===== src/rtl/vga_frame_monitor.sv =====
// vga_frame_monitor: receive-side checker for a VGA stream. Rebuilds pixel
// coordinates from sync falls only, checks line and frame timing, tracks
// lock, and counts lit pixels in each good frame.
module vga_frame_monitor #(
    parameter int H_TOTAL  = 800,
    parameter int V_TOTAL  = 525,
    parameter int H_ACTIVE = 640,
    parameter int V_ACTIVE = 480,
    parameter int H_START  = 144,
    parameter int V_START  = 34
) (
    input  logic        i_clk,
    input  logic        i_rst_n,
    input  logic        i_pix_stb,
    input  logic        i_hs,
    input  logic        i_vs,
    input  logic [3:0]  i_r,
    input  logic [3:0]  i_g,
    input  logic [3:0]  i_b,
    output logic [9:0]  o_x,
    output logic [8:0]  o_y,
    output logic        o_de,
    output logic        o_locked,
    output logic        o_frame_done,
    output logic [18:0] o_lit_cnt,
    output logic [15:0] o_frame_cnt,
    output logic        o_err,
    output logic [7:0]  o_err_cnt
);

    localparam logic [1:0] ST_SEARCH = 2'd0;
    localparam logic [1:0] ST_ALIGN  = 2'd1;
    localparam logic [1:0] ST_LOCKED = 2'd2;

    localparam logic [9:0] H_LAST  = 10'(H_TOTAL - 1);
    localparam logic [9:0] V_LINES = 10'(V_TOTAL);
    localparam logic [9:0] H_LO    = 10'(H_START);
    localparam logic [9:0] H_HI    = 10'(H_START + H_ACTIVE);
    localparam logic [9:0] V_LO    = 10'(V_START);
    localparam logic [9:0] V_HI    = 10'(V_START + V_ACTIVE);
    localparam logic [9:0] H_STUCK = 10'd1022;

    logic [1:0]  state_q, state_d;
    logic        hs_prev_q, hs_prev_d;
    logic        vs_prev_q, vs_prev_d;
    logic [9:0]  h_cnt_q, h_cnt_d;
    logic [9:0]  v_cnt_q, v_cnt_d;
    logic        vs_pend_q, vs_pend_d;
    logic        hs_seen_q, hs_seen_d;
    logic        checks_on_q, checks_on_d;
    logic [9:0]  line_cnt_q, line_cnt_d;
    logic [18:0] lit_acc_q, lit_acc_d;
    logic [9:0]  x_q, x_d;
    logic [8:0]  y_q, y_d;
    logic        de_q, de_d;
    logic        locked_q, locked_d;
    logic        frame_done_q, frame_done_d;
    logic [18:0] lit_cnt_q, lit_cnt_d;
    logic [15:0] frame_cnt_q, frame_cnt_d;
    logic        err_q, err_d;
    logic [7:0]  err_cnt_q, err_cnt_d;

    logic hs_fall, vs_fall, active;
    logic line_bad, frame_bad, stuck, viol, frame_ok;
    logic pixel_de;

    // Sync edge detection and the timing checks evaluated on this strobe.
    always_comb begin
        hs_fall   = i_pix_stb & hs_prev_q & ~i_hs;
        vs_fall   = i_pix_stb & vs_prev_q & ~i_vs;
        active    = (state_q != ST_SEARCH);
        line_bad  = active & checks_on_q & hs_seen_q & hs_fall & (h_cnt_q != H_LAST);
        frame_bad = active & checks_on_q & vs_fall & (line_cnt_q != V_LINES);
        stuck     = active & i_pix_stb & ~hs_fall & (h_cnt_q == H_STUCK);
        viol      = line_bad | frame_bad | stuck;
        frame_ok  = active & checks_on_q & vs_fall & ~viol;
    end

    // Lock state machine; a violation suspends checking until the next VS fall.
    always_comb begin
        state_d     = state_q;
        checks_on_d = checks_on_q;
        case (state_q)
            ST_SEARCH: begin
                if (vs_fall) begin
                    state_d     = ST_ALIGN;
                    checks_on_d = 1'b1;
                end
            end
            ST_ALIGN: begin
                if (stuck) begin
                    state_d     = ST_SEARCH;
                    checks_on_d = 1'b0;
                end else if (viol) begin
                    checks_on_d = 1'b0;
                end else if (vs_fall) begin
                    if (checks_on_q) state_d = ST_LOCKED;
                    else checks_on_d = 1'b1;
                end
            end
            ST_LOCKED: begin
                if (stuck) begin
                    state_d     = ST_SEARCH;
                    checks_on_d = 1'b0;
                end else if (viol) begin
                    state_d     = ST_ALIGN;
                    checks_on_d = 1'b0;
                end
            end
            default: begin
                state_d     = ST_SEARCH;
                checks_on_d = 1'b0;
            end
        endcase
    end

    // Position counters: VS fall is handled before a coincident HS fall.
    always_comb begin
        hs_prev_d  = i_pix_stb ? i_hs : hs_prev_q;
        vs_prev_d  = i_pix_stb ? i_vs : vs_prev_q;
        h_cnt_d    = h_cnt_q;
        v_cnt_d    = v_cnt_q;
        vs_pend_d  = vs_pend_q;
        line_cnt_d = line_cnt_q;
        if (state_d == ST_SEARCH) begin
            h_cnt_d    = 10'd0;
            v_cnt_d    = 10'd0;
            vs_pend_d  = 1'b0;
            line_cnt_d = 10'd0;
        end else if (i_pix_stb) begin
            if (vs_fall) begin
                vs_pend_d  = 1'b1;
                line_cnt_d = 10'd0;
            end
            if (hs_fall) begin
                h_cnt_d = 10'd0;
                if (vs_pend_d) begin
                    v_cnt_d   = 10'd0;
                    vs_pend_d = 1'b0;
                end else begin
                    v_cnt_d = v_cnt_q + 10'd1;
                end
                if (line_cnt_d != 10'h3FF) line_cnt_d = line_cnt_d + 10'd1;
            end else begin
                h_cnt_d = h_cnt_q + 10'd1;
            end
        end
    end

    // Tracks whether this state (or restarted check window) has seen its first HS fall.
    always_comb begin
        hs_seen_d = hs_seen_q | hs_fall;
        if (state_d == ST_SEARCH) begin
            hs_seen_d = 1'b0;
        end else if ((state_d != state_q) || (vs_fall && !checks_on_q)) begin
            hs_seen_d = hs_fall;
        end
    end

    // Visible-area decode and lit-pixel accumulation for the pixel on this strobe.
    always_comb begin
        pixel_de = (state_d != ST_SEARCH) &&
                   (h_cnt_d >= H_LO) && (h_cnt_d < H_HI) &&
                   (v_cnt_d >= V_LO) && (v_cnt_d < V_HI);
        de_d = i_pix_stb ? pixel_de : de_q;
        x_d  = x_q;
        y_d  = y_q;
        if (i_pix_stb && pixel_de) begin
            x_d = h_cnt_d - H_LO;
            y_d = 9'(v_cnt_d - V_LO);
        end
        lit_acc_d = lit_acc_q;
        if (vs_fall) begin
            lit_acc_d = 19'd0;
        end else if (i_pix_stb && pixel_de && ((i_r | i_g | i_b) != 4'd0)) begin
            lit_acc_d = lit_acc_q + 19'd1;
        end
    end

    // Status outputs: frame completion, error pulse and counters.
    always_comb begin
        locked_d     = (state_d == ST_LOCKED);
        frame_done_d = (state_q == ST_LOCKED) && frame_ok;
        lit_cnt_d    = frame_done_d ? lit_acc_q : lit_cnt_q;
        frame_cnt_d  = frame_done_d ? frame_cnt_q + 16'd1 : frame_cnt_q;
        err_d        = viol;
        err_cnt_d    = (viol && (err_cnt_q != 8'hFF)) ? err_cnt_q + 8'd1 : err_cnt_q;
    end

    // State register with asynchronous active-low reset.
    always_ff @(posedge i_clk or negedge i_rst_n) begin
        if (!i_rst_n) begin
            state_q      <= ST_SEARCH;
            hs_prev_q    <= 1'b0;
            vs_prev_q    <= 1'b0;
            h_cnt_q      <= 10'd0;
            v_cnt_q      <= 10'd0;
            vs_pend_q    <= 1'b0;
            hs_seen_q    <= 1'b0;
            checks_on_q  <= 1'b0;
            line_cnt_q   <= 10'd0;
            lit_acc_q    <= 19'd0;
            x_q          <= 10'd0;
            y_q          <= 9'd0;
            de_q         <= 1'b0;
            locked_q     <= 1'b0;
            frame_done_q <= 1'b0;
            lit_cnt_q    <= 19'd0;
            frame_cnt_q  <= 16'd0;
            err_q        <= 1'b0;
            err_cnt_q    <= 8'd0;
        end else begin
            state_q      <= state_d;
            hs_prev_q    <= hs_prev_d;
            vs_prev_q    <= vs_prev_d;
            h_cnt_q      <= h_cnt_d;
            v_cnt_q      <= v_cnt_d;
            vs_pend_q    <= vs_pend_d;
            hs_seen_q    <= hs_seen_d;
            checks_on_q  <= checks_on_d;
            line_cnt_q   <= line_cnt_d;
            lit_acc_q    <= lit_acc_d;
            x_q          <= x_d;
            y_q          <= y_d;
            de_q         <= de_d;
            locked_q     <= locked_d;
            frame_done_q <= frame_done_d;
            lit_cnt_q    <= lit_cnt_d;
            frame_cnt_q  <= frame_cnt_d;
            err_q        <= err_d;
            err_cnt_q    <= err_cnt_d;
        end
    end

    assign o_x          = x_q;
    assign o_y          = y_q;
    assign o_de         = de_q;
    assign o_locked     = locked_q;
    assign o_frame_done = frame_done_q;
    assign o_lit_cnt    = lit_cnt_q;
    assign o_frame_cnt  = frame_cnt_q;
    assign o_err        = err_q;
    assign o_err_cnt    = err_cnt_q;

endmodule

===== config.mk =====
export PLATFORM = sky130hd
export DESIGN_NAME = vga_frame_monitor
export DESIGN_NICKNAME = d
export VERILOG_FILES = /design/src/rtl/vga_frame_monitor.sv
export SDC_FILE = /design/constraint.sdc
export NUM_CORES = 1
export LEC_CHECK = 0
export CORE_AREA = 3 3 128 130
export CTS_CLUSTER_SIZE = 40
export DETAILED_ROUTE_END_ITERATION = 8
export DIE_AREA = 0 0 131 133
export GPL_ROUTABILITY_DRIVEN = 0
export GPL_TIMING_DRIVEN = 0
export PLACE_DENSITY = 0.63
export SYNTH_ARGS = -nofsm -noshare
export SYNTH_HDL_FRONTEND = slang
export SYNTH_SLANG_ARGS = --single-unit
export TNS_END_PERCENT = 1

===== constraint.sdc =====
create_clock -name i_clk -period 4.5 [get_ports i_clk]
set_input_delay 0.45 -clock i_clk [delete_from_list [all_inputs] [get_ports i_clk]]
set_output_delay 0.45 -clock i_clk [all_outputs]
set_load 0.05 [all_outputs]

==> flow_summary.yaml <==
cts:
  cts_sinks: 122
  htree_levels: 4
  insertion_delay_ps: 410
  cts_made_buffers: 17
  cts_tree: "yes"
  cts_setup_buffers: 0
  cts_buffer_depth: 2
  clk_pin_slew_worst_paths_ps: 50
  clockRootBuffer: "clkbuf_16"
yosys:
  synth_edf_count: 0
  syn-num-nets: 655
  asyncSetResetFlopFracSynth: 1.00
  yosysUniqueCellTypes: 66
  yosys_warnings: 0
  avgSynthCellArea_um2: 10.0
  syn_area_um2: 6290
  synth_seq_area_share: 0.485
  ys_ff_latch: 122
  syn-instance-count: 628
  synth_ff_type: "dfrtp_1"
sta:
  whs_ps: 470
  report.final.setup_viol: 0
  layout_min_cycle_time_ps: 4280
  rsz0062_at_grt: "false"
  finClkSkew_ps: 6.03
  max_freq_mhz: 234
  relSlewSlack: 0.574
  tightest_slew_ps: 639
  period_share: 0.950
  slew_viol_final: 0
  final_hold_viol_count: 0
  worst_slack_ps: 224
global_route:
  track_usage: 0.182
  grt_overflow_total: 0
  grt_pass1_wl_um: 25700
  antenna_found_initial: 0
  grt_max_degree: 82
  grt_pass1_vias: 5461
place:
  postPlaceCellArea_um2: 7410
  portBuffers: 82
  hpwl_um: 11000
  preCtsSetupSlack_ps: -262
worst_setup_path:
  max_stage_delay_ps: 510
  cp.depth: 18
  slowest_stage: "clkdlybuf4s50_1"
  path_cells: "clkdlybuf4s50_1 -> buf_4 -> and3b_1 -> buf_2 -> o21bai_1 -> a221o_1 -> clkbuf_1 -> or2_2 -> inv_1 -> ha_1 -> o311ai_1 -> a311oi_1 -> o2111a_2 -> o211ai_4 -> buf_6 -> clkbuf_2 -> o31ai_2 -> a21oi_1"
  start_kind: "input pin"
  cp_data_arrival_time_ps: 4540
  critPathBufInv: 7
  critPathTopFamily: "compound AO/OA/AOI/OAI gates"
  path_max_fanout: 10
  crit_required_ps: 4770
  worstSetupPathType: "in2reg"
  r2r_cells: 17
  endpoint_kind: "flop"
route:
  antenna_left: 0
  drc: 0
  viasPerCell: 5.54
  routed_wl_um: 15400
  first_pass_iters: 5
  avgRoutedWirePerCell_um: 16.1
  drt_iter0_drc: 274
  dr_total_vias: 5291
power_and_ir_drop:
  power_mw: 3.10
  power_density_nw_per_um2: 383
  ir_drop_uv: 276
  leakagePower_nw: 3.49
floorplan:
  rows: 45
  top_level_ports: 83
  fp.dieW_um: 131
  dieArea_um2: 17400
  coreArea_um2: 15300
  start_util: 0.412
  fp.dieH_um: 133
layout:
  fin_area_um2: 8090
  area_growth_pct: 28.5
  insertedDiodeCount: 0
  fillerInstances: 1370
  nNetsFinal: 758
  fin_util: 0.530
  drive_above_1_share: 0.124
job:
  maxCapViolCount: 0
min_path:
  hold_path_class: "reg2reg"
  holdPathStages: 1
run_status:
  status: "complete, no violations"
registers in the layout, indices dropped and copies added, names as in the netlist, 2 cells and up:
register / cells
lit_acc_q: 19
o_x: 10
state_q: 2
v_cnt_q: 10
o_lit_cnt: 19
line_cnt_q: 10
o_frame_cnt: 16
h_cnt_q: 10
o_y: 9
o_err_cnt: 8
layer usage:
| layer | wire length, µm | global-route usage | vias to the layer above |
|---|---|---|---|
| met5 | 0 | 0 | - |
| met4 | 289 | 0.0674 | 0 |
| met3 | 761 | 0.0493 | 25 |
| met2 | 7540 | 0.297 | 173 |
| met1 | 6830 | 0.230 | 2613 |
| li1 | - | - | 2480 |
area by class of cell:
class / count / area (µm²) / area share
flip-flops and latches: 122 / 3050 / 0.378
well taps: 211 / 264 / 0.0327
clock buffers: 18 / 429 / 0.0531
plain buffers: 36 / 174 / 0.0215
repair buffers: 84 / 860 / 0.106
inverters: 16 / 60.1 / 0.00743
clock inverters: 14 / 221 / 0.0274
multi-input cells: 454 / 3020 / 0.374
through the flow:
| stage | TNS, ps | cells |
|---|---|---|
| after floorplan | 0 | 628 |
| after global placement | -213490 | 921 |
| after detailed placement | -3810 | 922 |
| after CTS | 0 | 955 |
| after global routing | 0 | 955 |
| final | 0 | 955 |
cells in the mapped netlist (3+ instances only):
master / instances / area (µm²)
o21ai_0: 30 / 150
nor4_1: 10 / 62.6
nor3_1: 16 / 80.1
a31oi_1: 4 / 25.0
buf_4: 5 / 37.5
mux2_2: 30 / 338
ha_1: 10 / 125
xor2_1: 22 / 193
nand3_1: 24 / 120
nand3b_1: 3 / 22.5
nand2b_1: 6 / 37.5
and4_1: 3 / 26.3
or3_1: 7 / 43.8
nor2_1: 51 / 191
xnor2_1: 29 / 254
nand2_1: 56 / 210
and2_1: 5 / 31.3
o31ai_1: 14 / 105
a221o_1: 3 / 30.0
dfrtp_1: 122 / 3050
or2_2: 4 / 25.0
nand4_1: 18 / 113
clkbuf_1: 26 / 97.6
a22oi_1: 3 / 22.5
a41o_1: 3 / 30.0
or4_1: 15 / 113
inv_1: 15 / 56.3
and3_1: 12 / 75.1
a21oi_1: 30 / 150
nor2b_1: 3 / 18.8
buf_2: 3 / 15.0
cells in the final DEF, fill, tap and decap left out, drive strengths merged, types with 5 or more instances in the layout:
| cell | Yosys | final |
|---|---|---|
| xor2 | 22 | 22 |
| dfrtp | 122 | 122 |
| ha | 10 | 10 |
| nand4 | 18 | 18 |
| nand2b | 6 | 6 |
| nand3 | 24 | 24 |
| clkbuf | 26 | 44 |
| mux2 | 30 | 30 |
| nor3 | 17 | 17 |
| xnor2 | 29 | 29 |
| and2 | 5 | 5 |
| bufinv | 0 | 5 |
| buf | 10 | 12 |
| and3 | 12 | 12 |
| or4 | 15 | 15 |
| clkinv | 0 | 5 |
| o21ai | 32 | 32 |
| clkdlybuf4s50 | 0 | 81 |
| or3 | 8 | 8 |
| nor2 | 51 | 51 |
| nor4 | 10 | 10 |
| nand2 | 56 | 56 |
| o31ai | 14 | 14 |
| a21oi | 31 | 31 |
| inv | 16 | 17 |
power by group:
group          switching, mW  total, mW  leakage [nW]  internal [mW]
clock network          0.499       1.48         0.307          0.985
registers             0.0510       1.19          1.68           1.14
logic                  0.286      0.423          1.50          0.136
cells by family after synthesis:
family	synth area share
AND/OR/NAND/NOR	0.201
XOR/XNOR	0.0710
AO/OA/AOI/OAI	0.129
buffers and inverters	0.0370
adder cells (fa/ha/maj)	0.0199
flip-flops	0.485
multiplexers	0.0569
repair_timing:
action | 4_1_cts | 5_1_grt
endpoints found under the hold margin | 41 | 0
setup endpoints to repair | 0 | 18
gates resized for setup | 0 | 6
hold buffers | 1 | 0
path summary, 6_finish.rpt:
kind,start,endpoint,slack (ps)
min in group asynchronous,i_rst_n,o_frame_cnt[11],530
hold reg to reg,o_frame_cnt[15],o_frame_cnt[15],470
setup reg to reg,h_cnt_q[7],lit_acc_q[10],380
hold / removal,o_frame_cnt[15],o_frame_cnt[15],470
max in group asynchronous,i_rst_n,o_x[9],3220
setup / recovery,i_pix_stb,lit_acc_q[10],220
No activity file was read; power rests on OpenSTA's default activity.
